===== src/rtl/i2c_target_stretch.sv =====
`default_nettype none
// ============================================================================
//  Module      : i2c_target_stretch
//  Description : I2C write-only target. Matches a 7-bit address, ACKs, and
//                holds SCL low after each data byte until the consumer takes it.
//  Revision    : 1.0  initial release
// ============================================================================
module i2c_target_stretch #(
    parameter logic [6:0] ADDR    = 7'h50,
    parameter int         SETUP   = 4,
    parameter int         TIMEOUT = 8000,
    parameter int         CBITS   = 13
) (
    input  logic       clk,
    input  logic       rst,
    input  logic       scl_in,
    input  logic       sda_in,
    output logic       scl_drive_low,
    output logic       sda_drive_low,
    output logic [7:0] rx_data,
    output logic       rx_valid,
    input  logic       rx_ready,
    output logic       addr_hit,
    output logic       start_det,
    output logic       stop_det,
    output logic       err_timeout
);

    localparam logic [2:0] S_IDLE     = 3'd0;
    localparam logic [2:0] S_ADDR     = 3'd1;
    localparam logic [2:0] S_ADDR_ACK = 3'd2;
    localparam logic [2:0] S_RX       = 3'd3;
    localparam logic [2:0] S_STRETCH  = 3'd4;
    localparam logic [2:0] S_DATA_ACK = 3'd5;
    localparam logic [2:0] S_IGNORE   = 3'd6;

    localparam logic [CBITS-1:0] C_TMO_LAST   = CBITS'(TIMEOUT - 1);
    localparam logic [CBITS-1:0] C_SETUP_LAST = CBITS'(SETUP - 1);

    logic             r_scl_s1, r_scl_s2, r_scl_d;
    logic             r_sda_s1, r_sda_s2, r_sda_d;
    logic [2:0]       r_state, w_next;
    logic [7:0]       r_shift;
    logic [2:0]       r_bitcnt;
    logic             r_full;
    logic [CBITS-1:0] r_cnt;
    logic             r_acked;
    logic             r_pend;
    logic [7:0]       r_rx_data;
    logic             r_rx_valid;
    logic             r_addr_hit;
    logic             r_start_det, r_stop_det, r_err;

    logic             w_scl_rise, w_scl_fall, w_start, w_stop;
    logic             w_hs, w_match, w_timeout, w_setup_done;
    logic [CBITS-1:0] w_cnt_inc;

    assign w_scl_rise   = r_scl_s2 & ~r_scl_d;
    assign w_scl_fall   = ~r_scl_s2 & r_scl_d;
    assign w_start      = r_scl_s2 & r_scl_d & r_sda_d & ~r_sda_s2;
    assign w_stop       = r_scl_s2 & r_scl_d & ~r_sda_d & r_sda_s2;
    assign w_hs         = r_rx_valid & rx_ready;
    assign w_match      = (r_shift[7:1] == ADDR) & ~r_shift[0];
    assign w_cnt_inc    = (r_cnt == {CBITS{1'b1}}) ? r_cnt : r_cnt + 1'b1;
    assign w_setup_done = (r_state == S_STRETCH) & r_acked & (r_cnt == C_SETUP_LAST);
    assign w_timeout    = (r_state == S_STRETCH) & ~r_acked & ~w_hs & (r_cnt == C_TMO_LAST);

    always_ff @(posedge clk) begin
        if (rst) r_state <= S_IDLE;
        else     r_state <= w_next;
    end

    always_comb begin
        w_next = r_state;
        if (w_start) begin
            w_next = S_ADDR;
        end else if (w_stop) begin
            w_next = S_IDLE;
        end else begin
            case (r_state)
                S_ADDR:     if (w_scl_fall && r_full) w_next = w_match ? S_ADDR_ACK : S_IGNORE;
                S_ADDR_ACK: if (w_scl_fall) w_next = S_RX;
                S_RX:       if (w_scl_fall && r_full) w_next = S_STRETCH;
                S_STRETCH: begin
                    if (w_setup_done)   w_next = S_DATA_ACK;
                    else if (w_timeout) w_next = S_IGNORE;
                end
                S_DATA_ACK: if (w_scl_fall) w_next = S_RX;
                default:    w_next = r_state;
            endcase
        end
    end

    always_comb begin
        sda_drive_low = (r_state == S_ADDR_ACK) || (r_state == S_DATA_ACK) ||
                        ((r_state == S_STRETCH) && r_acked);
        scl_drive_low = (r_state == S_STRETCH);
        rx_data       = r_rx_data;
        rx_valid      = r_rx_valid;
        addr_hit      = r_addr_hit;
        start_det     = r_start_det;
        stop_det      = r_stop_det;
        err_timeout   = r_err;
    end

    always_ff @(posedge clk) begin
        if (rst) begin
            {r_scl_s1, r_scl_s2, r_scl_d} <= 3'b111;
            {r_sda_s1, r_sda_s2, r_sda_d} <= 3'b111;
            r_shift     <= 8'h00;
            r_bitcnt    <= 3'd0;
            r_full      <= 1'b0;
            r_cnt       <= '0;
            r_acked     <= 1'b0;
            r_pend      <= 1'b0;
            r_rx_data   <= 8'h00;
            r_rx_valid  <= 1'b0;
            r_addr_hit  <= 1'b0;
            r_start_det <= 1'b0;
            r_stop_det  <= 1'b0;
            r_err       <= 1'b0;
        end else begin
            {r_scl_s1, r_scl_s2, r_scl_d} <= {scl_in, r_scl_s1, r_scl_s2};
            {r_sda_s1, r_sda_s2, r_sda_d} <= {sda_in, r_sda_s1, r_sda_s2};
            r_start_det <= w_start;
            r_stop_det  <= w_stop;
            r_err       <= w_timeout;
            if (w_hs) r_rx_valid <= 1'b0;
            if (w_start || w_stop) begin
                r_bitcnt   <= 3'd0;
                r_full     <= 1'b0;
                r_acked    <= 1'b0;
                r_pend     <= 1'b0;
                r_addr_hit <= 1'b0;
            end else begin
                if (w_scl_rise && (r_state == S_ADDR || r_state == S_RX)) begin
                    r_shift  <= {r_shift[6:0], r_sda_s2};
                    r_bitcnt <= r_bitcnt + 3'd1;
                    r_full   <= (r_bitcnt == 3'd7);
                end
                if (w_scl_fall) r_full <= 1'b0;
                case (r_state)
                    S_ADDR_ACK: if (w_scl_fall) r_addr_hit <= 1'b1;
                    S_RX: begin
                        // An unaccepted previous byte stays put; the new one waits in r_shift.
                        if (w_scl_fall && r_full) begin
                            r_cnt   <= '0;
                            r_acked <= 1'b0;
                            if (r_rx_valid) begin
                                r_pend <= 1'b1;
                            end else begin
                                r_rx_data  <= r_shift;
                                r_rx_valid <= 1'b1;
                            end
                        end
                    end
                    S_STRETCH: begin
                        if (r_acked) begin
                            r_cnt <= w_cnt_inc;
                            if (w_setup_done) r_acked <= 1'b0;
                        end else if (w_timeout) begin
                            r_rx_valid <= 1'b0;
                            r_pend     <= 1'b0;
                        end else if (r_pend) begin
                            if (!r_rx_valid) begin
                                r_rx_data  <= r_shift;
                                r_rx_valid <= 1'b1;
                                r_pend     <= 1'b0;
                                r_cnt      <= '0;
                            end else begin
                                r_cnt <= w_cnt_inc;
                            end
                        end else if (w_hs) begin
                            r_acked <= 1'b1;
                            r_cnt   <= '0;
                        end else begin
                            r_cnt <= w_cnt_inc;
                        end
                    end
                    default: ;
                endcase
            end
        end
    end

endmodule
`default_nettype wire


===== config.mk =====
export PLATFORM = sky130hd
export DESIGN_NAME = i2c_target_stretch
export DESIGN_NICKNAME = d
export VERILOG_FILES = /design/src/rtl/i2c_target_stretch.sv
export SDC_FILE = /design/constraint.sdc
export NUM_CORES = 1
export LEC_CHECK = 0
export ABC_AREA = 0
export CAP_MARGIN = 20
export CORE_ASPECT_RATIO = 1.4
export CORE_MARGIN = 8
export CORE_UTILIZATION = 30
export CTS_BUF_LIST = sky130_fd_sc_hd__clkbuf_4
export CTS_CLUSTER_DIAMETER = 200
export DETAILED_ROUTE_END_ITERATION = 10
export GPL_TIMING_DRIVEN = 0
export HOLD_SLACK_MARGIN = 0.12
export SYNTH_ARGS = -nofsm -noshare
export SYNTH_HDL_FRONTEND = slang
export SYNTH_SLANG_ARGS = --single-unit

===== constraint.sdc =====
create_clock -name clk -period 2.15 [get_ports clk]
set_input_delay 0.43 -clock clk [delete_from_list [all_inputs] [get_ports clk]]
set_output_delay 0.43 -clock clk [all_outputs]
set_load 0.02 [all_outputs]

==> metrics.txt <==
status completed; Total GRT Usage 10.3%; Area contributors post-synth dfxtp_1 43%, nor2_1 6.3%, nand2_1 4.8%, a21oi_1 4.0%, mux2i_1 4.0%; Site Rows 37; final setup margin 102 ps; Fmax 488 MHz; total gr overflow 0; WP data arrival 2310 ps; Adder-Cell Fraction of Synth Area 1.66%; Cell Count, Final, Fillers Out 384; Crit path depth 8; Clk pin slew, worst setup/hold paths 160 ps; Post-Syn Nets 265; IO Pins 20; sequential cell area 995 sq um; Worst Path Required 2420 ps; R2R Path End r_pend; Setup Viol. Count Final 0; pre-CTS setup slack -238 ps; ANT nets after route 0; Fin. Hold Viols 0; Die Ht 119 microns; crit path max-delay cell type or4_4; Die ar. 0.0106 sq mm; fin util 37.3%; port bufs 19; Crit Reg-Reg Startpoint r_state[1]; CTS sink cnt 49; Final min period 2050 ps; fin crit share 95.3%; CP Buf/Inv Count 1; RSZ-0062 raised after global routing no; Worst path max stage delay 560 ps; Initial DRC Count 76; Core ar. 0.00731 sq mm; CP top delay family simple AND/OR/NAND/NOR gates; Setup crit start r_state[1]; CTS tree built; worst-skew pair later-pin latency 380 ps; fill cell count 796; final net count 294; mux cell area share after synthesis 4.49%; gpl congestion 0.849; share of post-route cells with drive strength above 1 17.1%; Crit Path Max Fanout 6; Die Wd 89.3 microns; post-synthesis async set-or-reset flop share 0%; PwrDens 569 mW/mm^2; critical path class flop to flop; Diodes inserted 0; Vias/cell 4.93; Synth cell types 51; final setup TNS 0 ps; clk_skew 18.4 ps; simple-gate area share of the yosys netlist 32.6%; hpwl dp 3.89 mm; post-synth top area share 43.4%; hold crit path type flop to flop; Post-synth EDFFs 0; CTS Buf Count 5; critical path launch point type flop; H-tree depth 2; CP Cell Sequence and2b_2, nand2b_4, inv_4, nand3b_4, or4_4, a211o_1, a22oi_2, nor2_1; Worst setup EP type flop; area occupied by multi-input gates 0.00125 sq mm; total number of vias 1893; clk buf depth 2; syn avg cell area 8.79 sq um; Synth Area in XOR/XNOR 4.65%; Ys Warns 0; post-synthesis cell count 257; Placed Cells 373; Least-Margin Pin Slew 778 ps; number of global-route vias before repair 1917; Post-synth top cells 49 x dfxtp_1, 38 x nor2_1, 29 x nand2_1; final WL 5.12 mm; Leak 0.999 nW; Setup crit end r_pend; maximum VDD drop 229 uV; Cell Area, Synth 0.00226 sq mm; top-count cell post-synth dfxtp_1; R2R cell count 8; Avg WL per Cell 13.3 microns; synth-to-layout area growth 20.8%; post-synthesis sequential area ratio 43.4%; clock root buffer clkbuf_4; DRT Pass-1 Iters 4; DRC Markers 0; first-pass GRT wire length 8.84 mm; Initial Util 30.9%; slew margin rel. 47.4%; top_reg_cell synth dfxtp_1; register bit total from synthesis 49; Slew Viols, Final 0; pin count of the biggest net entering global routing 18; compound-gate portion of the synthesized area 10.5%; Max Cap Viol 0; leading area contributor after synthesis dfxtp_1; combinational family with the most area after synthesis simple AND/OR/NAND/NOR gates; R2R setup slack 100 ps; Post-CTS Hold Fix Bufs 0; initial antenna violation count 0
-- final cells by class --
type / count / area share [%]
multi-input cells: 195 / 46.0
inverters: 1 / 0.229
repair buffers: 23 / 7.84
clock inverters: 3 / 1.74
flip-flops and latches: 49 / 36.5
clock buffers: 5 / 1.38
plain buffers: 11 / 1.88
well taps: 97 / 4.45
-- worst min path at each step --
stage                  start        to  slack [ps]  cells after the start
floorplan           r_scl_s1  r_scl_s2         390                      1
global placement    r_sda_s1  r_sda_s2         390                      1
detailed placement  r_scl_s1  r_scl_s2         400                      1
CTS                 r_scl_s1  r_scl_s2         430                      1
global route        r_scl_s1  r_scl_s2         460                      1
finish              r_scl_s1  r_scl_s2         430                      1
-- metrics by stage --
| stage | power [mW] | hold slack, ps | instance area (sq um) |
|---|---|---|---|
| 6_report | 1.55 | 431 | 2730 |
| 3_5_place_dp | 0.996 | 399 | 2570 |
| 3_3_place_gp | 0.996 | 392 | 2570 |
| 5_1_grt | 1.62 | 457 | 2730 |
| 4_1_cts | 1.57 | 435 | 2690 |
| 2_1_floorplan | 0.974 | 389 | 2260 |
-- cells in the final DEF, fill, tap and decap left out, types with 5 or more instances in the layout --
cell	n
or2_2	8
buf_4	5
nand4_1	8
clkbuf_1	6
a21oi_1	18
nor2_1	37
clkbuf_4	6
nand3_1	5
mux2i_1	9
nor3_1	5
dfxtp_1	42
nand2_1	28
clkdlybuf4s50_1	17
dfxtp_2	5
nor4_1	6
xnor2_1	9
-- cells by family (layout without fill, tap and decap cells) --
| logic type | Yosys count | in the layout |
|---|---|---|
| compound gates | 37 | 37 |
| xor+xnor | 12 | 12 |
| fa+ha+maj | 3 | 3 |
| buf+inv | 13 | 43 |
| flops | 49 | 49 |
| mux | 10 | 10 |
| simple gates | 133 | 133 |
-- where the power goes --
group,switching (mW),internal (mW)
clock,0.324,0.254
combinational,0.0341,0.0250
sequential,0.00437,0.913
total,0.362,1.19
-- flip-flops by register name, indices dropped and copies added (netlist names), 3 cells and up --
name,cells
r_shift,8
rx_data,8
r_cnt,13
r_state,3
r_bitcnt,3
-- repair_timing --
action                                 in CTS  in global routing
setup endpoints to repair                  15                 22
setup buffers                               2                  2
resized for setup                          12                 18
pin swaps                                   2                  0
endpoints found under the hold margin       0                  0
-- routing by layer --
layer	wire length, microns	GRT usage (%)	vias up
met5	0	0	-
met4	81	4.28	0
met3	166	2.15	7
met2	2830	19.2	26
met1	2040	10.5	890
li1	-	-	970
-- worst register-to-register path: cells and delay by family, from the launching register on --
kind	cells	cell delay, ps
compound gates	2	440
simple gates	5	1050
flops	1	380
buf+inv	1	80
Note: power is estimated with default switching activity, not from simulation.
